`config.mk`:
```
export PLATFORM = sky130hd
export DESIGN_NAME = sram_controller_flat
export DESIGN_NICKNAME = d
export VERILOG_FILES = /design/src/rtl/sram_controller_if.sv /design/src/rtl/sram_controller.sv /design/src/flat_wrapper.sv
export SDC_FILE = /design/constraint.sdc
export NUM_CORES = 1
export LEC_CHECK = 0
export ABC_AREA = 1
export CAP_MARGIN = 20
export CORE_MARGIN = 2
export CORE_UTILIZATION = 34
export DETAILED_ROUTE_END_ITERATION = 6
export GPL_TIMING_DRIVEN = 0
export PLACE_DENSITY = 0.92
export SYNTH_ARGS = -nofsm -noshare
export SYNTH_HDL_FRONTEND = slang
export SYNTH_SLANG_ARGS = --single-unit
```
`constraint.sdc`:
```
create_clock -name clk -period 1.75 [get_ports clk]
set_input_delay 0.175 -clock clk [delete_from_list [all_inputs] [get_ports clk]]
set_output_delay 0.175 -clock clk [all_outputs]
set_load 0.01 [all_outputs]
```
`src/rtl/sram_controller_if.sv`:
```
// Bus bundle between the memory stage, the SRAM controller and the external 16-bit SRAM.
// The controller takes the slave view; the pipeline/SRAM side takes the master view.
interface sram_controller_if;
  logic        wr_en;
  logic        rd_en;
  logic [31:0] address;
  logic [31:0] write_data;
  logic [31:0] read_data;
  logic        ready;
  logic [17:0] sram_addr;
  logic [15:0] sram_dq_out;
  logic [15:0] sram_dq_in;
  logic        sram_dq_oe;
  logic        sram_we_n;

  modport slave (
    input  wr_en, rd_en, address, write_data, sram_dq_in,
    output read_data, ready, sram_addr, sram_dq_out, sram_dq_oe, sram_we_n
  );

  modport master (
    output wr_en, rd_en, address, write_data, sram_dq_in,
    input  read_data, ready, sram_addr, sram_dq_out, sram_dq_oe, sram_we_n
  );
endinterface

```
`src/rtl/sram_controller.sv`:
```
// Splits each 32-bit memory-stage access into two 16-bit SRAM phases (low half, then high half),
// stalling the pipeline through ready until the second phase has completed.
module sram_controller #(
  parameter int unsigned BASE_ADDR   = 1024,
  parameter int unsigned WAIT_CYCLES = 1
) (
  input logic              clk,
  input logic              rst,
  sram_controller_if.slave bus
);

  localparam int PW = (WAIT_CYCLES > 0) ? $clog2(WAIT_CYCLES + 1) : 1;
  localparam logic [PW-1:0] PHASE_LAST = PW'(WAIT_CYCLES);

  typedef enum logic [1:0] {
    IDLE = 2'd0,
    LO   = 2'd1,
    HI   = 2'd2,
    DONE = 2'd3
  } state_e;

  state_e        state_q, state_d;
  logic [PW-1:0] phase_q, phase_d;
  logic          is_write_q, is_write_d;
  logic [31:0]   read_data_q, read_data_d;

  logic [31:0]   addr_offset;
  logic [16:0]   word_idx;
  logic          addr_unused;
  logic          phase_last;
  logic          req;

  logic [17:0]   sram_addr_c;
  logic [15:0]   sram_dq_out_c;
  logic          sram_dq_oe_c;
  logic          sram_we_n_c;

  // Addresses below the base simply wrap; the byte offset within a word is dropped.
  assign addr_offset = bus.address - 32'(BASE_ADDR);
  assign word_idx    = addr_offset[18:2];
  assign addr_unused = ^{addr_offset[31:19], addr_offset[1:0]};

  assign req        = bus.wr_en | bus.rd_en;
  assign phase_last = (phase_q == PHASE_LAST);

  always_ff @(posedge clk) begin
    if (rst) begin
      state_q     <= IDLE;
      phase_q     <= '0;
      is_write_q  <= 1'b0;
      read_data_q <= '0;
    end else begin
      state_q     <= state_d;
      phase_q     <= phase_d;
      is_write_q  <= is_write_d;
      read_data_q <= read_data_d;
    end
  end

  always_comb begin
    state_d     = state_q;
    phase_d     = phase_q;
    is_write_d  = is_write_q;
    read_data_d = read_data_q;
    unique case (state_q)
      IDLE: begin
        if (req) begin
          // Simultaneous read and write requests resolve to a write.
          is_write_d = bus.wr_en;
          state_d    = LO;
          phase_d    = '0;
        end
      end
      LO: begin
        if (phase_last) begin
          state_d = HI;
          phase_d = '0;
          if (!is_write_q) begin
            read_data_d[15:0] = bus.sram_dq_in;
          end
        end else begin
          phase_d = phase_q + 1'b1;
        end
      end
      HI: begin
        if (phase_last) begin
          state_d = DONE;
          phase_d = '0;
          if (!is_write_q) begin
            read_data_d[31:16] = bus.sram_dq_in;
          end
        end else begin
          phase_d = phase_q + 1'b1;
        end
      end
      DONE: begin
        // A request still held here belongs to the access just finished.
        state_d = IDLE;
        phase_d = '0;
      end
      default: begin
        state_d = IDLE;
        phase_d = '0;
      end
    endcase
  end

  always_comb begin
    sram_addr_c   = '0;
    sram_dq_out_c = '0;
    sram_dq_oe_c  = 1'b0;
    sram_we_n_c   = 1'b1;
    if (state_q == LO || state_q == HI) begin
      sram_addr_c = {word_idx, (state_q == HI)};
      if (is_write_q) begin
        sram_we_n_c   = 1'b0;
        sram_dq_oe_c  = 1'b1;
        sram_dq_out_c = (state_q == HI) ? bus.write_data[31:16] : bus.write_data[15:0];
      end
    end
  end

  assign bus.sram_addr   = sram_addr_c;
  assign bus.sram_dq_out = sram_dq_out_c;
  assign bus.sram_dq_oe  = sram_dq_oe_c;
  assign bus.sram_we_n   = sram_we_n_c;
  assign bus.read_data   = read_data_q;
  assign bus.ready       = ((state_q == IDLE) && !req) || (state_q == DONE);

endmodule
```
`src/flat_wrapper.sv`:
```
// flat-port wrapper written by rule: the top's interface ports become plain ports
module sram_controller_flat 
#(
  parameter int unsigned BASE_ADDR   = 1024,
  parameter int unsigned WAIT_CYCLES = 1
)
  (clk, rst, bus_wr_en, bus_rd_en, bus_address, bus_write_data, bus_sram_dq_in, bus_read_data, bus_ready, bus_sram_addr, bus_sram_dq_out, bus_sram_dq_oe, bus_sram_we_n);
  sram_controller_if bus_i ();
  input logic clk;
  input logic rst;
  input wire logic [$bits(bus_i.wr_en)-1:0] bus_wr_en;
  input wire logic [$bits(bus_i.rd_en)-1:0] bus_rd_en;
  input wire logic [$bits(bus_i.address)-1:0] bus_address;
  input wire logic [$bits(bus_i.write_data)-1:0] bus_write_data;
  input wire logic [$bits(bus_i.sram_dq_in)-1:0] bus_sram_dq_in;
  output wire logic [$bits(bus_i.read_data)-1:0] bus_read_data;
  output wire logic [$bits(bus_i.ready)-1:0] bus_ready;
  output wire logic [$bits(bus_i.sram_addr)-1:0] bus_sram_addr;
  output wire logic [$bits(bus_i.sram_dq_out)-1:0] bus_sram_dq_out;
  output wire logic [$bits(bus_i.sram_dq_oe)-1:0] bus_sram_dq_oe;
  output wire logic [$bits(bus_i.sram_we_n)-1:0] bus_sram_we_n;
  assign bus_i.wr_en = bus_wr_en;
  assign bus_i.rd_en = bus_rd_en;
  assign bus_i.address = bus_address;
  assign bus_i.write_data = bus_write_data;
  assign bus_i.sram_dq_in = bus_sram_dq_in;
  assign bus_read_data = bus_i.read_data;
  assign bus_ready = bus_i.ready;
  assign bus_sram_addr = bus_i.sram_addr;
  assign bus_sram_dq_out = bus_i.sram_dq_out;
  assign bus_sram_dq_oe = bus_i.sram_dq_oe;
  assign bus_sram_we_n = bus_i.sram_we_n;
  sram_controller #(.BASE_ADDR(BASE_ADDR), .WAIT_CYCLES(WAIT_CYCLES)) u_core (.clk(clk), .rst(rst), .bus(bus_i));
endmodule
```
==> results.txt, run 1 <==
The count of cell types in the netlist came out at 21. After floorplanning, the core was sized to cover 0.00561 mm2. After synthesis, flip-flops and latches occupy 36.1% of the total area.

Entering global routing, the biggest net connects 13 pins. The critical path ends at bus_sram_dq_out[12]. The endpoint identified for the worst register-to-register timing path is u_core.bus.read_data[19]. The data required time of the critical path is 1.57 ns. After detailed routing, the total wire length is 7.11 mm. Setup repair after global routing could not meet its margin everywhere. TritonCTS built the clock tree. The transition time of the tightest slew-check pin is 0.437 ns. The type of the worst setup path is register to output pin.

The design draws 4.53 mW. The post-layout instance count excluding filler cells came out at 527. The total vias in the final route is 2492. The post-route cell area came out at 0.00377 mm2. The aggregate global-route resource usage came out at 21.1%. The remaining global-route overflow is 0. Synthesis produced a netlist with a net count of 385.

The peak fanout along the critical path came out at 6. The die boundary height is 80.7 um. Across the VDD grid, the largest voltage drop is 0.000861 V. The first global-routing pass estimated 10.9 mm of wire. Dividing the detail-routed via count by the number of cells gives 4.73.

The startpoint identified for the worst register-to-register timing path is u_core.state_q[0]. The maximum count of clock buffers along a single path is 2. The post-detailed-placement cell area is 0.00346 mm2. The post-detailed-placement half-perimeter wirelength came out at 5.12 mm. Clock-pin slew was measured on the worst setup and hold paths at 0.07 ns. The path class of the tightest hold or removal check is register to register.

Counting cells, the worst reg-to-reg path comes to 8. The number of placed instances, taps included is 505. The via count of the first global-routing pass is 2493. The number of synthesis warnings is 0.

The library cell used most frequently in the layout, excluding fill and tap cells, is clkdlybuf4s50_1. The power density normalized to cell area came out at 1200 mW/mm2. The total number of placement rows came out at 27. The worst setup slack for register-to-register paths is 0.29 ns. The launching instance or port of the critical path is u_core.state_q[1]. Walking the worst path, the cells encountered are inv_4, ha_4, buf_12, nand2_8, buf_8, nor3_4, buf_2. STA classifies the critical path endpoint as an output pin.

The ratio of final minimum period to clock period came out at 103%. The global placer's final weighted congestion is 0.846. The initial antenna violation count is 0. After detailed routing, the average wire length per cell comes to 13.5 um.

The count of nets after finishing is 543. Among all stages on the critical path, the largest delay is contributed by dfxtp_4. The I/O pin count came out at 153.

The count of final setup violators is 9. The quantity of I/O buffers inserted on ports came out at 137. The initial core utilization came out at 35.6%. The final standard cell utilization of the core came out at 67.3%.

The number of hold violations in the final report was 0. The run finished, with violations left. The worst path in the final design needs a cycle of 1.80 ns, including I/O delays and setup. The antenna cell count is 0. The CTS sink count is 36. The number of standard cells after synthesis is 296. The detailed router finished its first iteration with 115 violations. The number of max-cap violations is 0. The average instance area after synthesis is 6.75 um2. The number of optimization iterations in the first detailed-route pass came out at 4. The area enclosed by the die boundary is 0.00651 mm2.

The area overhead of the layout relative to synthesis came out at 88.9%. Cells with a size suffix above 1 make up 24.8% of the layout. The worst setup path is launched from a register. Counting the buffers created by CTS gives 5. The number of pins exceeding their max-slew limit in the final report came out at 0. The delay of the slowest cell on the worst path came out at 0.37 ns. The leakage component of the power is 1.61 nW.

The horizontal die dimension came out at 80.7 um. The root cell of the clock tree is clkbuf_8. The final setup slack of the worst path came out at -0.0531 ns. The number of nets still failing antenna checks after routing is 0.

The count of hold buffers inserted by post-cts repair is 0. The clock latency on the worst-skew pair came out at 0.29 ns. The post-route DRC violation count is 0. The remaining max-slew budget at the tightest pin is 70.8%. Data on the critical path arrives at its endpoint at 1.63 ns. The library cells used most frequently in the layout, excluding fill and tap cells, are clkdlybuf4s50_1, inv_1, nor2_1, a21oi_1, dfxtp_1. The register bit count reported by yosys came out at 36.

The number of levels the H-tree was split into came out at 2. The checks that failed: negative setup slack. For the final routed database, the setup TNS stands at -0.154 ns. The synthesized cell area is 0.00200 mm2.

The maximum clock frequency is 555 MHz. The clock tree skew after final layout is 0.00306 ns.
## layer usage
layer / vias up / wire length (um) / GRT usage (%)
met1: 1132 / 2800 / 22.4
met2: 97 / 3790 / 40.5
met3: 13 / 406 / 3.60
met4: 0 / 117 / 8.81
li1: 1250 / - / -
met5: - / 0 / 0
## logic make-up (layout without fill, tap and decap cells)
family	count (synthesis)	count (layout)	synth area share (%)
flops	36	36	36.1
compound gates	81	81	21.4
simple gates	99	100	21.7
buf+inv	75	233	17.7
fa+ha+maj	5	5	3.13
## sequential cells by signal, indices dropped and copies added (netlist names)
name                  cells
u_core.is_write_q         1
u_core.bus.read_data     32
u_core.state_q            2
u_core.phase_last         1
## synthesized netlist by cell type (all sizes together)
master   n  area, um2
clkinv   1       5.00
or2      2       12.5
o21ai   39        210
nor3    15       75.1
buf     13        120
a21oi   42        218
inv     59        221
dfxtp   36        721
nor2    46        173
clkbuf   2       7.51
nand2   28        108
nand3    8       65.1
ha       5       62.6
## power breakdown
group / internal [mW] / switching (mW)
registers: 0.961 / 0.117
clock network: 0.421 / 0.303
logic: 1.32 / 1.42
total: 2.70 / 1.84
## layout make-up
type                            instances  area, um2
Fill cell                             455       1830
Clock inverter                          3       42.5
Inverter                               60        236
Buffer                                 15        160
Timing Repair Buffer                  150       1340
Tap cell                               72       90.1
Sequential cell                        36        726
Clock buffer                            5       68.8
Multi-Input combinational cell        186       1110
## through the flow
stage	worst slack (ns)	hold WS, ns
CTS	-0.0548	0.448
global placement	-0.373	0.433
finish	-0.0531	0.446
global route	-0.0888	0.472
detailed placement	-0.468	0.437
floorplan	0.191	0.244
## worst min-delay path by stage
stage               slack (ns)                startpoint  cells after the start                  endpoint
CTS                       0.45  u_core.bus.read_data[15]                      2  u_core.bus.read_data[15]
global placement          0.43  u_core.bus.read_data[28]                      2  u_core.bus.read_data[28]
detailed placement        0.44  u_core.bus.read_data[15]                      2  u_core.bus.read_data[15]
global route              0.47  u_core.bus.read_data[18]                      2  u_core.bus.read_data[18]
finish                    0.45  u_core.bus.read_data[27]                      2  u_core.bus.read_data[27]
floorplan                 0.24                       rst                      1         u_core.is_write_q
## repair_timing
action | in CTS | in global routing
buffers inserted | 5 | 5
pin swaps | 10 | 5
resized for setup | 156 | 39
cloned | 4 | 0
setup endpoints to repair | 36 | 34
## worst max-delay path, delay by kind of cell, from the launching register on
| family | cells | cell delay [ns] |
|---|---|---|
| adders and majority gates | 1 | 0.27 |
| buffers and inverters | 4 | 0.49 |
| DFF | 1 | 0.37 |
| and+or+nand+nor | 2 | 0.19 |
(Power assumes the default switching activity.)
==> run 2, diff against run 1 <==
- RECOVER_POWER: not set -> 50
==> results.txt, run 2 (same netlist as run 1, synthesis figures left out) <==
The met3 capacity usage during global routing came out at 3.60% (unchanged). The top cell types in the final layout, fill and taps aside, are clkdlybuf4s50_1, inv_1, nor2_1, a21oi_1, dfxtp_1. The CTS clock-pin slew for the worst setup and hold paths is 0.07 ns (about the same). The post-route DRC violation count is 0 (unchanged). The checks that failed: negative setup slack.

The critical path data arrival time is 1.63 ns (about the same). The clock buffer count from CTS is 5 (unchanged). Leaving out fill and tap cells, the most frequent cell in the layout is clkdlybuf4s50_1. Setup repair after global routing could not meet its margin everywhere. The count of final setup violators is 7 (-2). In this run the critical register-to-register path is launched from u_core.state_q[0].

The horizontal die dimension came out at 80.7 um (unchanged). The met2 track demand over resource is 40.5% (unchanged). The cell internal power dissipation came out at 2.64 mW (-2.1%). The area overhead of the layout relative to synthesis came out at 87.4%. The I/O pin count is 153 (unchanged). The global placer's final weighted congestion is 0.846 (unchanged).

The data required time of the critical path is 1.57 ns (about the same). The die boundary height is 80.7 um (unchanged). The quantity of I/O buffers inserted on ports was 137 (unchanged). The area enclosed by the die boundary came to 0.00651 mm2 (unchanged). The flip-flop count of the largest register after layout is 32 (unchanged). The proportion of power drawn by the clock network was 16.2% (+0.2 points).

The maximum clock frequency is 555 MHz (+0.11%). The fraction of layout instances using a drive strength above 1 came out at 24.4% (-0.44 points). The flow ran to the end, but the final reports show violations. The number of filler instances in the final layout is 463 (+1.8%). The remaining global-route overflow came to 0 (unchanged). The cell with the largest stage delay on the worst path is dfxtp_4. The ratio of final minimum period to clock period came out at 103% (-0.11 points). The delay of the slowest cell on the worst path came out at 0.37 ns (about the same). In this run the worst setup path begins at u_core.state_q[1]. The wire length of the first global-routing pass is 10.9 mm (unchanged).

The type of the worst setup path is register to output pin. The number of optimization iterations in the first detailed-route pass is 4 (unchanged). The number of pins exceeding their max-slew limit in the final report came out at 0 (unchanged). The maximum vdd drop came to 0.000859 V (-0.24%). Traced cell by cell, the critical path runs through inv_4, ha_4, buf_12, nand2_8, buf_8, nor3_4, buf_2. The final setup slack of the worst path came out at -0.0511 ns (+0.00199 ns). The count of nets after finishing is 543 (unchanged). The count of hold buffers inserted by post-cts repair was 0 (unchanged). The largest net degree at the start of global routing is 13 (unchanged).

Following the worst setup path forward leads to its endpoint at bus_sram_dq_out[12]. The final standard cell utilization of the core is 66.8% (-0.51 points). The worst setup path is captured at an output pin.

The number of max-cap violations came out at 0 (unchanged). The transition time of the tightest slew-check pin is 0.512 ns (+0.0748 ns). The clock tree skew after final layout was 0.00274 ns (-0.000318 ns). The combinational share of power is 59.8% (-0.5 points). The remaining max-slew budget at the tightest pin was 65.5% (-5.3 points).

The initial core utilization came to 35.6% (unchanged). The net switching power of the design was 1.81 mW (-1.4%). The reg-to-reg critical path endpoint is u_core.state_q[0].

TritonCTS built the clock tree. The total wire length after detailed routing came out at 7.11 mm (about the same). The power density normalized to cell area came to 1190 mW/mm2 (-1.0%).

The leakage component of the power came out at 1.71 nW (+6.5%). The sequential group share of total power is 24.0% (+0.2 points). The root cell of the clock tree is clkbuf_8.

The global routing stage identified its most utilized layer as met2. The kind of start point of the critical path is a register. The total vias in the final route came out at 2495 (+0.12%). The number of levels the H-tree was split into is 2 (unchanged). The maximum count of clock buffers along a single path is 2 (unchanged).

The met1 routing resource usage after global routing is 22.4% (unchanged). The via count of the first global-routing pass is 2493 (unchanged). The antenna cell count came out at 0 (unchanged). The detail-routed via count per cell is 4.73 (+0.12%). The initial antenna violation count came out at 0 (unchanged). The aggregate global-route resource usage came to 21.1% (unchanged). The minimum period implied by the final worst setup slack is 1.80 ns (-0.00199 ns). The number of nets still failing antenna checks after routing is 0 (unchanged).

The mean routed wirelength per cell is 13.5 um (about the same). The tightest min-delay check is of the register to register type. The number of hold violations in the final report came out at 0 (unchanged).

The worst setup slack for register-to-register paths is 0 ns (-0.29 ns). The peak fanout along the critical path came out at 6 (unchanged). The clock latency on the worst-skew pair was 0.29 ns (about the same). The path depth of the worst reg2reg path is 8 (unchanged).

The switching share of power is 40.7% (+0.17 points). The CTS sink count is 36 (unchanged). The post-detailed-placement cell area came out at 0.00346 mm2 (unchanged). The post-detailed-placement half-perimeter wirelength is 5.12 mm (unchanged).

The total number of placement rows came out at 27 (unchanged). The number of violations reported at the end of detailed-routing iteration 0 is 116 (+0.87%). The core area is 0.00561 mm2 (unchanged). The post-route cell area is 0.00374 mm2 (-0.76%).
-- run 2: cell types whose count changed in the layout (fill, tap and decap cells not counted), sizes merged --
cell / change
clkbuf: +2
dlygate4sd3: +32
buf: -2
clkdlybuf4s50: -32
-- run 2: what timing repair did --
action,4_1_cts,5_1_grt
setup endpoints to repair,36,34
pin swaps,10,5
gates resized for setup,156,39
buffers inserted,5,5
gates cloned,4,0
-- run 2: power by group through the flow --
stage	Clock (mW)	Sequential [mW]	Combinational [mW]
detailed placement	0	1.07	2.28
floorplan	0	1.10	1.14
finish	0.721	1.07	2.67
global placement	0	1.06	2.22
global route	0.770	1.08	2.89
CTS	0.728	1.06	2.50
-- run 2: area by class of cell --
cell class                      count  area, um2  area share, %
Clock buffer                        5       68.8           1.84
Tap cell                           72       90.1           2.41
Clock inverter                      3       42.5           1.14
Timing Repair Buffer              150       1340           35.7
Sequential cell                    36        726           19.4
Multi-Input combinational cell    186       1100           29.3
Buffer                             15        148           3.94
Inverter                           60        236           6.31
-- run 2: worst min path at each step --
stage	slack, ns	to	startpoint	cells past startpoint
after global placement	0.43	u_core.bus.read_data[28]	u_core.bus.read_data[28]	2
final	0.44	u_core.bus.read_data[15]	u_core.bus.read_data[15]	2
after global routing	0.47	u_core.bus.read_data[18]	u_core.bus.read_data[18]	2
after floorplan	0.24	u_core.is_write_q	rst	1
after detailed placement	0.44	u_core.bus.read_data[15]	u_core.bus.read_data[15]	2
after CTS	0.45	u_core.bus.read_data[15]	u_core.bus.read_data[15]	2
-- run 2: per-stage QoR --
| step | TNS [ns] | cells | hold slack, ns | setup slack [ns] | total power [mW] |
|---|---|---|---|---|---|
| after floorplan | 0 | 296 | 0.244 | 0.191 | 2.23 |
| after global placement | -7.41 | 505 | 0.433 | -0.373 | 3.28 |
| after detailed placement | -8.40 | 505 | 0.437 | -0.468 | 3.35 |
| after CTS | -0.203 | 522 | 0.448 | -0.0548 | 4.29 |
| after global routing | -1.13 | 527 | 0.470 | -0.0888 | 4.74 |
| final | -0.135 | 527 | 0.443 | -0.0511 | 4.45 |
-- run 2: routing by layer --
layer / wire length (um) / part of all wire, %
met1: 2770 / 39
met2: 3780 / 53
met3: 430 / 6.0
met4: 120 / 1.7
met5: 0 / 0
-- run 2: critical path: cells and delay by family (launching register included) --
kind / cells / cell delay, ns
buf+inv: 4 / 0.50
flops: 1 / 0.37
fa+ha+maj: 1 / 0.27
simple gates: 2 / 0.19
==> run 3, diff against run 2 <==
- TNS_END_PERCENT: not set -> 30
==> results.txt, run 3 (same netlist as run 1, synthesis figures left out) <==
The wire length of the first global-routing pass came out at 11.0 mm (+0.70%). The post-route worst hold slack came out at 0.443 ns (+0.000430 ns). The total wire length after detailed routing is 6.97 mm (-2.0%). The most frequent standard cell in the layout excluding fill and tap cells is clkdlybuf4s50_1. The clock latency on the worst-skew pair is 0.29 ns (about the same). The initial antenna violation count came out at 0 (unchanged). The number of violations reported at the end of detailed-routing iteration 0 came to 118 (+1.7%).

The critical path is of the register to output pin type. The core area is 0.00561 mm2 (unchanged). The total number of placement rows is 27 (unchanged). The number of optimization iterations in the first detailed-route pass came out at 4 (unchanged). The detail-routed via count per cell came out at 4.75 (+0.34%). The clock tree skew after final layout is 0.00348 ns (+0.000742 ns). The die boundary height came out at 80.7 um (unchanged). The post-detailed-placement half-perimeter wirelength is 5.12 mm (unchanged). The transition time of the tightest slew-check pin is 0.466 ns (-0.0461 ns). The CTS clock-pin slew for the worst setup and hold paths came out at 0.07 ns (about the same). The global placer's final weighted congestion came out at 0.846 (unchanged). The area enclosed by the die boundary is 0.00651 mm2 (unchanged).

The remaining global-route overflow is 0 (unchanged). The count of nets after finishing came to 541 (-0.37%). The root buffer cell chosen for the clock tree is clkbuf_8. Setup repair after global routing could not meet its margin everywhere. The aggregate global-route resource usage came out at 21.2% (+0.12 points).

The maximum count of clock buffers along a single path is 2 (unchanged). The met2 wirelength from detailed routing is 3.72 mm (-1.8%). The initial core utilization is 35.6% (unchanged). The quantity of I/O buffers inserted on ports came out at 137 (unchanged). The number of max-cap violations is 0 (unchanged). The worst setup path is captured at an output pin.

The CTS tree is yes. The path class of the lowest-slack min-delay path is register to register. The maximum vdd drop came out at 0.000864 V (+0.55%). The minimum period implied by the final worst setup slack came out at 1.81 ns (+0.0114 ns). The number of nets still failing antenna checks after routing came to 0 (unchanged). The horizontal die dimension is 80.7 um (unchanged). The final setup slack of the worst path is -0.0625 ns (-0.0114 ns).

After detailed routing, no signal wire sits above met4. The count of final setup violators came out at 11 (+4). The via count of the first global-routing pass is 2512 (+0.76%). The flip-flop count of the largest register after layout is 32 (unchanged). The critical path data arrival time is 1.64 ns (about the same).

The flow ran to the end, but the final reports show violations. In the layout the commonest cells are clkdlybuf4s50_1, inv_1, nor2_1, a21oi_1, dfxtp_1. The mean routed wirelength per cell is 13.3 um (-1.6%). The remaining max-slew budget at the tightest pin is 69.0% (+3.4 points). The post-route DRC violation count came out at 0 (unchanged). The I/O pin count is 153 (unchanged). The post-layout total power is 4.37 mW (-1.8%). The wire length on met1 is 2.73 mm (-1.7%).

The checks that failed: negative setup slack. The fraction of layout instances using a drive strength above 1 came to 23.0% (-1.4 points). The clock buffer count from CTS came out at 5 (unchanged). The number of hold violations in the final report came out at 0 (unchanged). The number of levels the H-tree was split into is 2 (unchanged). The data required time of the critical path is 1.57 ns (about the same). The power density normalized to cell area is 1190 mW/mm2 (about the same). The CTS sink count is 36 (unchanged).

The leakage component of the power is 1.69 nW (-1.5%). The antenna cell count is 0 (unchanged). The number of pins exceeding their max-slew limit in the final report is 0 (unchanged). The placement-stage worst setup slack is -0.468 ns (unchanged). The largest net degree at the start of global routing came out at 13 (unchanged).

STA classifies the critical path startpoint as a register. The area growth from synthesis to layout is 84.0%. The total vias in the final route came to 2494 (-0.040%). The maximum clock frequency came to 552 MHz (-0.63%). The ratio of final minimum period to clock period came out at 104% (+0.65 points). The met3 wire length came to 387 um (-10%). The peak fanout along the critical path is 6 (unchanged). The number of filler instances in the final layout came out at 486 (+5.0%).
run 3: changes by cell type in the layout (fill, tap and decap cells not counted), sizes merged:
cell	change
clkdlybuf4s50	+5
dlygate4sd3	-5
buf	-2
dlygate4sd2	-1
dlymetal6s2s	+1
run 3: cell type report:
type | count | area [um2] | area share, %
Sequential cell | 36 | 726 | 19.7
Timing Repair Buffer | 148 | 1310 | 35.7
Inverter | 60 | 236 | 6.43
Clock inverter | 3 | 42.5 | 1.16
Multi-Input combinational cell | 186 | 1050 | 28.6
Tap cell | 72 | 90.1 | 2.45
Clock buffer | 5 | 68.8 | 1.87
Buffer | 15 | 146 | 3.98
run 3: final timing paths:
check	startpoint	cells past startpoint	end	slack, ns
worst min register to register	u_core.bus.read_data[27]	2	u_core.bus.read_data[27]	0.44
worst max register to register	u_core.state_q[1]	7	u_core.bus.read_data[14]	0.14
worst max-delay path	u_core.state_q[1]	7	bus_sram_dq_out[12]	-0.06
worst min-delay path	u_core.bus.read_data[27]	2	u_core.bus.read_data[27]	0.44
run 3: report_power, final:
| group | switching (mW) | internal [mW] |
|---|---|---|
| combinational | 1.36 | 1.23 |
| sequential | 0.108 | 0.961 |
| clock | 0.301 | 0.421 |
run 3: per-layer routing:
| metal | up-vias | track usage [%] |
|---|---|---|
| met5 | - | 0 |
| met4 | 0 | 9.15 |
| met3 | 16 | 3.60 |
| met2 | 94 | 40.5 |
| met1 | 1138 | 22.6 |
| li1 | 1246 | - |
run 3: worst max-delay path, cell delays in order, from the launching register on:
cell     delay [ns]
dfxtp_4        0.37
inv_4          0.04
ha_4           0.27
buf_12         0.13
nand2_8        0.08
buf_8          0.16
nor3_4         0.12
buf_2          0.17
run 3: through the flow:
step / std cells / area (um2) / setup TNS [ns] / utilization, %
after floorplan: 296 / 2000 / 0 / -
after global placement: 505 / 3460 / -7.41 / 61.7
after detailed placement: 505 / 3460 / -8.40 / 61.7
after CTS: 522 / 3680 / -0.236 / 65.6
after global routing: 525 / 3680 / -1.30 / 65.6
final: 525 / 3680 / -0.232 / 65.6
run 3: repair_timing:
action	in CTS	in global routing
resized for setup	155	31
setup endpoints to repair	36	35
pin swaps	9	4
hold buffers	0	0
endpoints found under the hold margin	0	0
buffers inserted	5	3
cloned	4	0
